--- config.mk ---
export PLATFORM = sky130hd
export DESIGN_NAME = pipe_ctrl
export DESIGN_NICKNAME = d
export VERILOG_FILES = /design/src/rtl/pipe_ctrl_pkg.sv /design/src/rtl/pipe_ctrl_sat_counter.sv /design/src/rtl/pipe_ctrl.sv
export SDC_FILE = /design/constraint.sdc
export NUM_CORES = 1
export LEC_CHECK = 0
export CORE_MARGIN = 3
export CORE_UTILIZATION = 57
export CTS_BUF_LIST = sky130_fd_sc_hd__clkbuf_16
export DETAILED_ROUTE_END_ITERATION = 7
export GPL_TIMING_DRIVEN = 0
export HOLD_SLACK_MARGIN = 0.15
export MAX_ROUTING_LAYER = met4
export PLACE_DENSITY = 0.86
export SLEW_MARGIN = 20
export SYNTH_ARGS = -nofsm -noshare
export SYNTH_HDL_FRONTEND = slang
export SYNTH_SLANG_ARGS = --single-unit
--- constraint.sdc ---
create_clock -name clk -period 3.55 [get_ports clk]
set_input_delay 0.5325 -clock clk [delete_from_list [all_inputs] [get_ports clk]]
set_output_delay 0.5325 -clock clk [all_outputs]
set_load 0.005 [all_outputs]
--- src/rtl/pipe_ctrl_pkg.sv ---
// Shared definitions for the pipeline sequencing controller: state encoding,
// the NOP instruction word and the layout of the enable/flush control vector.
package pipe_ctrl_defs;

    typedef enum logic [1:0] {
        RST_HOLD = 2'd0,
        RUN      = 2'd1,
        MEM_WAIT = 2'd2
    } state_e;

    localparam logic [31:0] NOP_INST = 32'h0000_0013;

    // Bit positions inside the control vector
    localparam int CTL_PC_EN    = 0;
    localparam int CTL_FD_EN    = 1;
    localparam int CTL_DE_EN    = 2;
    localparam int CTL_EM_EN    = 3;
    localparam int CTL_MW_EN    = 4;
    localparam int CTL_FD_FLUSH = 5;
    localparam int CTL_DE_FLUSH = 6;
    localparam int CTL_MW_FLUSH = 7;
    localparam int CTL_W        = 8;

    // Every register advances, nothing flushed
    localparam logic [CTL_W-1:0] CTL_ALL_EN    = 8'b0001_1111;
    // Data memory stalled: freeze everything, bubble into M/W
    localparam logic [CTL_W-1:0] CTL_MEM_STALL = 8'b1001_0000;
    // Post-reset fill: PC held, NOPs pushed through F/D, D/E, E/M, M/W
    localparam logic [CTL_W-1:0] CTL_RST_HOLD  = 8'b1110_1110;

    // Priority resolution once the data memory is not holding the pipe
    function automatic logic [CTL_W-1:0] run_ctl(input logic redirect,
                                                 input logic stall_load,
                                                 input logic imem_ready);
        logic [CTL_W-1:0] c;
        c = CTL_ALL_EN;
        if (redirect) begin
            // Wrong-path D and a missing fetch are both discarded; PC takes the target
            c[CTL_FD_FLUSH] = 1'b1;
            c[CTL_DE_FLUSH] = 1'b1;
        end else if (stall_load) begin
            c[CTL_PC_EN]    = 1'b0;
            c[CTL_FD_EN]    = 1'b0;
            c[CTL_DE_FLUSH] = 1'b1;
        end else if (!imem_ready) begin
            c[CTL_PC_EN]    = 1'b0;
            c[CTL_FD_FLUSH] = 1'b1;
        end
        return c;
    endfunction

endpackage

--- src/rtl/pipe_ctrl_sat_counter.sv ---
// Saturating up-counter with synchronous active-high clear.
module sat_counter #(
    parameter int W = 32
) (
    input  logic         clk,
    input  logic         rst,
    input  logic         inc,
    output logic [W-1:0] q
);

    logic [W-1:0] count_q;

    // Count up on inc, stick at all-ones
    always_ff @(posedge clk) begin
        if (rst)
            count_q <= '0;
        else if (inc && (count_q != '1))
            count_q <= count_q + W'(1);
    end

    assign q = count_q;

endmodule

--- src/rtl/pipe_ctrl.sv ---
// Pipeline sequencing controller for the 5-stage RV32I core: per-register
// enables/flushes, post-reset fill, data-memory wait with timeout flag and
// saturating stall/flush counters.
module pipe_ctrl
    import pipe_ctrl_defs::*;
#(
    parameter int RST_CYCLES  = 4,
    parameter int MEM_TIMEOUT = 255,
    parameter int CNT_W       = 32
) (
    input  logic             clk,
    input  logic             rst,
    input  logic             stall_load,
    input  logic             redirect_E,
    input  logic             imem_ready,
    input  logic             dmem_req_M,
    input  logic             dmem_ready,
    output logic             pc_en,
    output logic             fd_en,
    output logic             de_en,
    output logic             em_en,
    output logic             mw_en,
    output logic             fd_flush,
    output logic             de_flush,
    output logic             mw_flush,
    output logic             err_timeout,
    output logic [CNT_W-1:0] stall_cnt,
    output logic [CNT_W-1:0] flush_cnt
);

    localparam int HOLD_W = (RST_CYCLES > 1) ? $clog2(RST_CYCLES) : 1;
    localparam int WAIT_W = (MEM_TIMEOUT > 0) ? $clog2(MEM_TIMEOUT + 1) : 1;
    localparam logic [HOLD_W-1:0] HOLD_LAST = HOLD_W'(RST_CYCLES - 1);
    localparam logic [WAIT_W-1:0] WAIT_MAX  = WAIT_W'(MEM_TIMEOUT);

    state_e            state_q, state_d;
    logic [HOLD_W-1:0] hold_cnt_q, hold_cnt_d;
    logic [WAIT_W-1:0] wait_cnt_q, wait_cnt_d, wait_inc;
    logic              err_q, err_d;
    logic [CTL_W-1:0]  ctl;
    logic              mem_stall, mem_wait_cyc, stall_inc, flush_inc;

    assign mem_stall = dmem_req_M & ~dmem_ready;
    // wait_cnt counts every stalled memory cycle, including the entry cycle in RUN
    assign wait_inc  = (wait_cnt_q == WAIT_MAX) ? wait_cnt_q : wait_cnt_q + WAIT_W'(1);

    // State, hold/wait counters and sticky timeout flag
    always_ff @(posedge clk) begin
        if (rst) begin
            state_q    <= RST_HOLD;
            hold_cnt_q <= '0;
            wait_cnt_q <= '0;
            err_q      <= 1'b0;
        end else begin
            state_q    <= state_d;
            hold_cnt_q <= hold_cnt_d;
            wait_cnt_q <= wait_cnt_d;
            err_q      <= err_d;
        end
    end

    // Next-state and counter update
    always_comb begin
        state_d      = state_q;
        hold_cnt_d   = hold_cnt_q;
        wait_cnt_d   = wait_cnt_q;
        mem_wait_cyc = 1'b0;
        case (state_q)
            RST_HOLD: begin
                if (hold_cnt_q == HOLD_LAST) begin
                    state_d    = RUN;
                    hold_cnt_d = '0;
                end else begin
                    hold_cnt_d = hold_cnt_q + HOLD_W'(1);
                end
            end
            RUN: begin
                if (mem_stall) begin
                    state_d      = MEM_WAIT;
                    wait_cnt_d   = wait_inc;
                    mem_wait_cyc = 1'b1;
                end
            end
            MEM_WAIT: begin
                if (dmem_ready) begin
                    state_d    = RUN;
                    wait_cnt_d = '0;
                end else begin
                    wait_cnt_d   = wait_inc;
                    mem_wait_cyc = 1'b1;
                end
            end
            default: state_d = RST_HOLD;
        endcase
        err_d = err_q | (mem_wait_cyc && (wait_inc == WAIT_MAX));
    end

    // Stage enables/flushes and counter increments
    always_comb begin
        ctl       = '0;
        flush_inc = 1'b0;
        case (state_q)
            RST_HOLD: ctl = CTL_RST_HOLD;
            RUN: begin
                if (mem_stall) begin
                    ctl = CTL_MEM_STALL;
                end else begin
                    ctl       = run_ctl(redirect_E, stall_load, imem_ready);
                    flush_inc = redirect_E;
                end
            end
            MEM_WAIT: begin
                // E is frozen during the wait, so a pending redirect is acted on once here
                if (dmem_ready) begin
                    ctl       = run_ctl(redirect_E, stall_load, imem_ready);
                    flush_inc = redirect_E;
                end else begin
                    ctl = CTL_MEM_STALL;
                end
            end
            default: ctl = CTL_RST_HOLD;
        endcase
        stall_inc = ((state_q == RUN) || (state_q == MEM_WAIT)) && !ctl[CTL_PC_EN];
    end

    assign pc_en       = ctl[CTL_PC_EN];
    assign fd_en       = ctl[CTL_FD_EN];
    assign de_en       = ctl[CTL_DE_EN];
    assign em_en       = ctl[CTL_EM_EN];
    assign mw_en       = ctl[CTL_MW_EN];
    assign fd_flush    = ctl[CTL_FD_FLUSH];
    assign de_flush    = ctl[CTL_DE_FLUSH];
    assign mw_flush    = ctl[CTL_MW_FLUSH];
    assign err_timeout = err_q;

    sat_counter #(.W(CNT_W)) u_stall_cnt (
        .clk (clk),
        .rst (rst),
        .inc (stall_inc),
        .q   (stall_cnt)
    );

    sat_counter #(.W(CNT_W)) u_flush_cnt (
        .clk (clk),
        .rst (rst),
        .inc (flush_inc),
        .q   (flush_cnt)
    );

endmodule

==> summary.md, run 1 <==
| Metric | Value |
|---|---|
| Slew @ Worst Pin | `about 0.77 ns` |
| Ant diodes | `0` |
| Reg-to-Reg End | `u_flush_cnt.q[7]$_SDFFE_PP0P_` |
| Worst path arrival time | `2.75 ns` |
| Final min period | `~3.3 ns` |
| Reg clk slew, reported paths | `approximately 0.050 ns` |
| Postcts setup bufs | `0` |
| Leak | `1.66 nW` |
| Internal cell power | `roughly 1.7 mW` |
| Setup crit end kind | `output pin` |
| Clock Path Buffers | `2` |
| Worst setup startpoint | `dmem_ready` |
| Nets | `about 640` |
| Port buffer count | `79` |
| Hold_buf cts | `0` |
| Reg power frac | `0.401` |
| Final Hold Vio Count | `0` |
| Power share of the combinational group | `0.149` |
| Crit-path max FO | `11` |
| Async SR Flop Fraction | `0` |
| Peak supply drop | `0.321 mV` |
| Gr ovfl total | `0` |
| I/O pin cnt | `80` |
| Worst skew pair latency | `~0.33 ns` |
| Post-layout util | `0.782` |
| CP endpoint | `em_en` |
| Main synth FF type | `dfxtp_1` |
| Std-Cell Rows | `30` |
| Switching pwr | `566 uW` |
| Iter 0 DRT Violations | `~380` |
| Dominant cells by area after synthesis | `dfxtp_1 (37%), a21oi_1 (7.6%), or4_1 (5.3%)` |
| Number of fill cells in the layout | `around 520` |
| Antenna violations before repair | `0` |
| Clock Power Share | `0.450` |
| Unrepaired setup endpoints after global routing | `false` |
| Clock Sinks | `77` |
| Tot GR Track Use | `0.296` |
| Vias | `4582` |
| Initial Util | `0.605` |
| ANT nets after route | `0` |
| Layout cell share with drive strength beyond 1 | `0.0446` |
| EDFF count, synth | `0` |
| Status | `finished clean` |
| Synth Net Count | `around 550` |
| Residual DRC count | `0` |
| RD Place Congestion | `around 0.95` |
| CTS root buffer | `clkbuf_16` |
| Yosys warns | `0` |
| Mapped Area | `between 4000 and 5000 sq um` |
| Post-CTS Resized | `0` |
| Maxcap violations | `0` |
| Die Span Y | `92.1 um` |
| Detailed Place HPWL | `between 8000 and 9000 um` |
| Highest achievable clock rate | `304 MHz` |
| Setup WS post-layout | `0.265 ns` |
| Cell count after synthesis | `535` |
| First-pass GRT wire length | `between 15000 and 20000 um` |
| Horiz. Die Dim | `92.1 um` |
| R2R Setup Slk | `about 0.73 ns` |
| Final worst path period share | `0.925` |
| Core box area | `~7000 sq um` |
| Post-Route Skew | `just over 0.007 ns` |
| Hold slack | `around 0.5 ns` |
| DRT Pass-1 Iters | `8` |
| Yosys cell types | `51` |
| Fin. max-slew vios | `0` |
| RR Startpoint | `u_flush_cnt.q[0]$_SDFFE_PP0P_` |
| CTS buffer count | `9` |
| TritonCTS clock tree | `yes` |
| Critical Path RT | `3.02 ns` |
| Post-Syn Area per Cell | `around 7.9 sq um` |
| Worst setup SP type | `primary input` |
| Final setup TNS | `0 ns` |
| Setup violators final | `0` |
| Top cells by count, synth | `dfxtp_1 (77), a21oi_1 (64), nor2_1 (45)` |
| Vias in the first global route | `roughly 4.2k` |
| Routed wire length | `~12000 um` |
| Worst min path class | `flip-flop to flip-flop` |
| Sequential share of the synthesized area | `0.365` |
| Sw frac | `0.248` |
| Kind of critical path | `primary input to output pin` |
| Pin count of the biggest net entering global routing | `13` |
| Top-count cell post-synth | `dfxtp_1` |
| WL per Instance | `about 17 um` |
| Pre-CTS setup slack | `0.347 ns` |
| Max-slew headroom | `0.479` |
| Power Density | `around 420 nW/um^2` |
| Cells on worst reg2reg path | `9` |
| H-tree level count | `3` |
| Synthesis-to-finish area growth | `29.3%` |
| Full die area | `~8500 sq um` |
| #FFs+latches synth | `77` |
| Top-area cell type share of the netlist area | `0.365` |
| DR vias/cell | `about 6.3` |
| Largest area contributor in the netlist | `dfxtp_1` |
[kinds of logic after synthesis]
kind of cell             share of synthesized area
multiplexers                                0.0207
AO/OA/AOI/OAI                                0.212
flip-flops                                   0.365
XOR/XNOR                                    0.0104
AND/OR/NAND/NOR                              0.325
adder cells (fa/ha/maj)                     0.0267
buffers and inverters                       0.0403
[power groups by stage]
stage | combinational, mW | clock (mW) | sequential [mW]
after floorplan | 0.200 | 0 | 0.928
after global placement | 0.318 | 0 | 0.931
after detailed placement | 0.330 | 0 | 0.934
after CTS | 0.338 | 1.02 | 0.915
after global routing | 0.379 | 1.07 | 0.921
final | 0.339 | 1.03 | 0.915
[cell usage in the layout, fill, tap and decap left out, types with 23 or more instances in the layout]
cell	count
nand2_1	31
nand3_1	25
nor2_1	45
or4_1	30
dfxtp_1	77
clkbuf_1	23
o21ai_0	35
o31ai_1	29
a21oi_1	64
clkdlybuf4s50_1	79
[worst min path at each step]
stage,cells after the start,from,end
after global placement,2,hold_cnt_q[1]$_SDFFE_PP0P_,hold_cnt_q[1]$_SDFFE_PP0P_
after global routing,2,u_flush_cnt.q[12]$_SDFFE_PP0P_,u_flush_cnt.q[12]$_SDFFE_PP0P_
after floorplan,2,hold_cnt_q[1]$_SDFFE_PP0P_,hold_cnt_q[1]$_SDFFE_PP0P_
final,2,u_flush_cnt.q[18]$_SDFFE_PP0P_,u_flush_cnt.q[18]$_SDFFE_PP0P_
after detailed placement,2,u_flush_cnt.q[18]$_SDFFE_PP0P_,u_flush_cnt.q[18]$_SDFFE_PP0P_
after CTS,2,u_flush_cnt.q[18]$_SDFFE_PP0P_,u_flush_cnt.q[18]$_SDFFE_PP0P_
[critical path, cell delays in order]
cell and delay (ns):
clkdlybuf4s50_1 0.56, a21oi_1 0.14, o21a_1 0.27, inv_1 0.11
clkbuf_1 0.44, buf_4 0.20, clkdlybuf4s50_1 0.49
[final cells by class]
cell class	count	area, sq um	area share
inverters	14	52.6	0.00962
clock buffers	9	225	0.0412
plain buffers	29	118	0.0215
repair buffers	79	791	0.145
clock inverters	5	101	0.0186
multi-input cells	415	2510	0.460
well taps	96	120	0.0220
flip-flops and latches	77	1540	0.282
[registers in the layout (all words and copies together), names as in the netlist]
signal / count
u_flush_cnt.q: 32
u_stall_cnt.q: 32
wait_cnt_q: 8
hold_cnt_q: 2
state_q: 2
err_timeout: 1
[routing by layer]
| metal | global-route usage | vias up | routed length, um |
|---|---|---|---|
| met5 | - | - | 0 |
| met1 | 0.399 | 2110 | 5270 |
| li1 | - | 2215 | - |
| met3 | 0.0459 | 19 | 1040 |
| met4 | 0.105 | 0 | 183 |
| met2 | 0.453 | 238 | 5610 |
[stage by stage]
step	cell area (sq um)	cells	total power [mW]
floorplan	4220	535	1.13
global placement	5130	710	1.25
detailed placement	5130	710	1.26
CTS	5460	724	2.28
global route	5460	724	2.37
finish	5460	724	2.28
No activity file was read; power rests on OpenSTA's default activity.
==> inputs of run 2 (changes only) <==
--- a/config.mk
+++ b/config.mk
@@ -5,14 +5,14 @@
 export SDC_FILE = /design/constraint.sdc
 export NUM_CORES = 1
 export LEC_CHECK = 0
-export CORE_MARGIN = 3
+export CORE_MARGIN = 2
 export CORE_UTILIZATION = 57
 export CTS_BUF_LIST = sky130_fd_sc_hd__clkbuf_16
 export DETAILED_ROUTE_END_ITERATION = 7
 export GPL_TIMING_DRIVEN = 0
 export HOLD_SLACK_MARGIN = 0.15
 export MAX_ROUTING_LAYER = met4
-export PLACE_DENSITY = 0.86
+export PLACE_DENSITY = 0.94
 export SLEW_MARGIN = 20
 export SYNTH_ARGS = -nofsm -noshare
 export SYNTH_HDL_FRONTEND = slang
==> constraint.sdc (replaced) <==
create_clock -name clk -period 4.1 [get_ports clk]
set_input_delay 0.615 -clock clk [delete_from_list [all_inputs] [get_ports clk]]
set_output_delay 0.615 -clock clk [all_outputs]
set_load 0.005 [all_outputs]
==> run 2 against run 1 <==
Net effect:
- sequential cell count did not move
- critical path type unchanged
- wire length grew 1.5%
- highest routed layer unchanged
- worst hold slack improved by 0.0088 ns
- utilization down 2.8 points
==> summary.md, run 2 (synthesis results as in run 1) <==
| Metric | Value |
|---|---|
| Hold depth | `2 (unchanged)` |
| RR Startpoint | `state_q[0]$_SDFFE_PP0P_` |
| I/O pin cnt | `80 (unchanged)` |
| CTS buffer count | `9 (unchanged)` |
| Post-layout util | `0.754 (-0.0280)` |
| Commonest non-fill, non-tap cell in the layout | `clkdlybuf4s50_1` |
| Buf+Inv Stages, Crit Path | `3 (-2)` |
| R2R Setup Slk | `1.27 ns (+0.54 ns)` |
| CTS root buffer | `clkbuf_16` |
| Max-slew headroom | `0.507 (+0.0277)` |
| WL per Instance | `16.9 um (+1.1%)` |
| Tot GR Track Use | `0.299 (+0.00326)` |
| Maxcap violations | `0 (unchanged)` |
| ANT nets after route | `0 (unchanged)` |
| Leak | `1.65 nW (-0.47%)` |
| Crit-path slowest cell | `clkdlybuf4s50_1` |
| Postcts setup bufs | `0 (unchanged)` |
| Die Span Y | `90.1 um (-2.2%)` |
| Vias | `4720 (+3.0%)` |
| Horiz. Die Dim | `90.1 um (-2.2%)` |
| Hold_sp | `u_flush_cnt.q[15]$_SDFFE_PP0P_` |
| Worst skew pair latency | `0.34 ns (about the same)` |
| Multi-input logic area | `2510 sq um (unchanged)` |
| Initial Util | `0.585 (-0.0195)` |
| Final Power | `1.92 mW (-16%)` |
| Cells on worst reg2reg path | `9 (unchanged)` |
| Core box area | `7210 sq um (+3.3%)` |
| Unrepaired setup endpoints after global routing | `false` |
| Cell family with most CP delay | `buffers and inverters` |
| Iter 0 DRT Violations | `340 (-10%)` |
| Final worst path period share | `0.829` |
| Pin count of the biggest net entering global routing | `13 (unchanged)` |
| Final Hold Vio Count | `0 (unchanged)` |
| Highest achievable clock rate | `~290 MHz` |
| Slew @ Worst Pin | `0.733 ns (-0.0402 ns)` |
| Worst path arrival time | `2.79 ns (+0.04 ns)` |
| Worst min path class | `flip-flop to flip-flop` |
| Nets | `641 (unchanged)` |
| DRT Pass-1 Iters | `7 (-1)` |
| Port buffer count | `79 (unchanged)` |
| Reg-to-Reg End | `u_stall_cnt.q[25]$_SDFFE_PP0P_` |
| Routed wire length | `12300 um (+1.5%)` |
| Gr ovfl total | `0 (unchanged)` |
| Final min period | `roughly 3.4 ns` |
| H-tree level count | `3 (unchanged)` |
| Hold slack | `0.508 ns (+0.00880 ns)` |
| Crit-path max FO | `10 (-1)` |
| Antenna violations before repair | `0 (unchanged)` |
| Number of fill cells in the layout | `521 (-0.57%)` |
| Worst-path cell chain | `clkdlybuf4s50_1, a21oi_1, o21a_1, clkbuf_1, a21oi_1, a21boi_0, clkdlybuf4s50_1` |
| Status | `finished clean` |
| Residual DRC count | `0 (unchanged)` |
| Detailed Place HPWL | `8310 um (-2.7%)` |
| RD Place Congestion | `0.898 (-5.6%)` |
| Post-Route Skew | `0.00695 ns (-0.0000934 ns)` |
| Post-CTS Resized | `0 (unchanged)` |
| Synthesis-to-finish area growth | `28.8%` |
| Setup violators final | `0 (unchanged)` |
| Worst setup SP type | `primary input` |
| Peak supply drop | `0.280 mV (-13%)` |
| Std-Cell Rows | `31 (+3.3%)` |
| First-pass GRT wire length | `19800 um (-1.2%)` |
| Pre-CTS setup slack | `0.719 ns (+0.373 ns)` |
| Kind of critical path | `primary input to output pin` |
| Final setup TNS | `0 ns (unchanged)` |
| Leading cell types in the layout, fill and taps excluded | `clkdlybuf4s50_1 (79), dfxtp_1 (77), a21oi_1 (64)` |
| Clock Sinks | `77 (unchanged)` |
| Reg clk slew, reported paths | `0.06 ns (about the same)` |
| Clock Path Buffers | `2 (unchanged)` |
| Hold_buf cts | `0 (unchanged)` |
| Sequential cell area | `1540 sq um (unchanged)` |
| Power Density | `353 nW/um^2 (-16%)` |
| Ant diodes | `0 (unchanged)` |
| DR vias/cell | `6.49 (+2.6%)` |
| Setup WS post-layout | `0.700 ns (+0.434 ns)` |
| Sink of the worst hold path | `u_flush_cnt.q[15]$_SDFFE_PP0P_` |
| Fin. max-slew vios | `0 (unchanged)` |
| Critical Path RT | `3.48 ns (+0.46 ns)` |
| Setup crit end kind | `output pin` |
| Full die area | `8110 sq um (-4.3%)` |
| Vias in the first global route | `4295 (+3.2%)` |
| Layout cell share with drive strength beyond 1 | `0.0462 (+0.00159)` |
| Crit-path max cell delay | `0.56 ns (about the same)` |
| TritonCTS clock tree | `yes` |
run 2: cell count changes in the layout (fill, tap and decap cells not counted):
cell | previous run | this run
clkinv_1 | 1 | 0
clkinv_2 | 0 | 2
bufinv_16 | 3 | 2
run 2: worst register-to-register path, stage by stage, from the launching register on:
cell,delay (ns)
dfxtp_1,0.42
inv_1,0.11
ha_1,0.43
nand2b_1,0.16
nor2_1,0.11
o21ai_0,0.39
clkbuf_1,0.40
clkbuf_1,0.44
o21ai_0,0.17
a21oi_1,0.14
run 2: area by class of cell:
class / count / share of cell area
flip-flops and latches: 77 / 0.283
clock inverters: 5 / 0.0143
plain buffers: 29 / 0.0216
inverters: 14 / 0.00966
repair buffers: 79 / 0.145
multi-input cells: 415 / 0.462
well taps: 99 / 0.0228
clock buffers: 9 / 0.0414
run 2: worst max path at each step:
stage | endpoint | cells past startpoint | from | slack, ns
after floorplan | u_flush_cnt.q[30]$_SDFFE_PP0P_ | 7 | u_flush_cnt.q[0]$_SDFFE_PP0P_ | 1.83
after detailed placement | fd_flush | 7 | dmem_ready | 0.72
after CTS | fd_flush | 7 | dmem_ready | 0.70
final | fd_flush | 7 | dmem_ready | 0.70
after global routing | em_en | 7 | dmem_ready | 0.57
after global placement | em_en | 7 | dmem_ready | 0.75
run 2: layer usage:
metal  global-route usage  up-vias  share of wire
li1                     -     2216              -
met1                0.352     2213           0.40
met2                0.503      252           0.50
met3               0.0377       39          0.074
met4                0.156        0          0.027
met5                    -        -              0
run 2: stage by stage:
stage,cell area (sq um),instances
CTS,5440,727
global route,5440,727
global placement,5140,713
finish,5440,727
detailed placement,5140,713
floorplan,4220,535
run 2: report_power, final:
| part | internal (mW) | leakage (nW) | switching, mW |
|---|---|---|---|
| combinational | 0.128 | 0.885 | 0.165 |
| clock | 0.524 | 0.147 | 0.308 |
| sequential | 0.771 | 0.621 | 0.0235 |
| total | 1.42 | 1.65 | 0.497 |
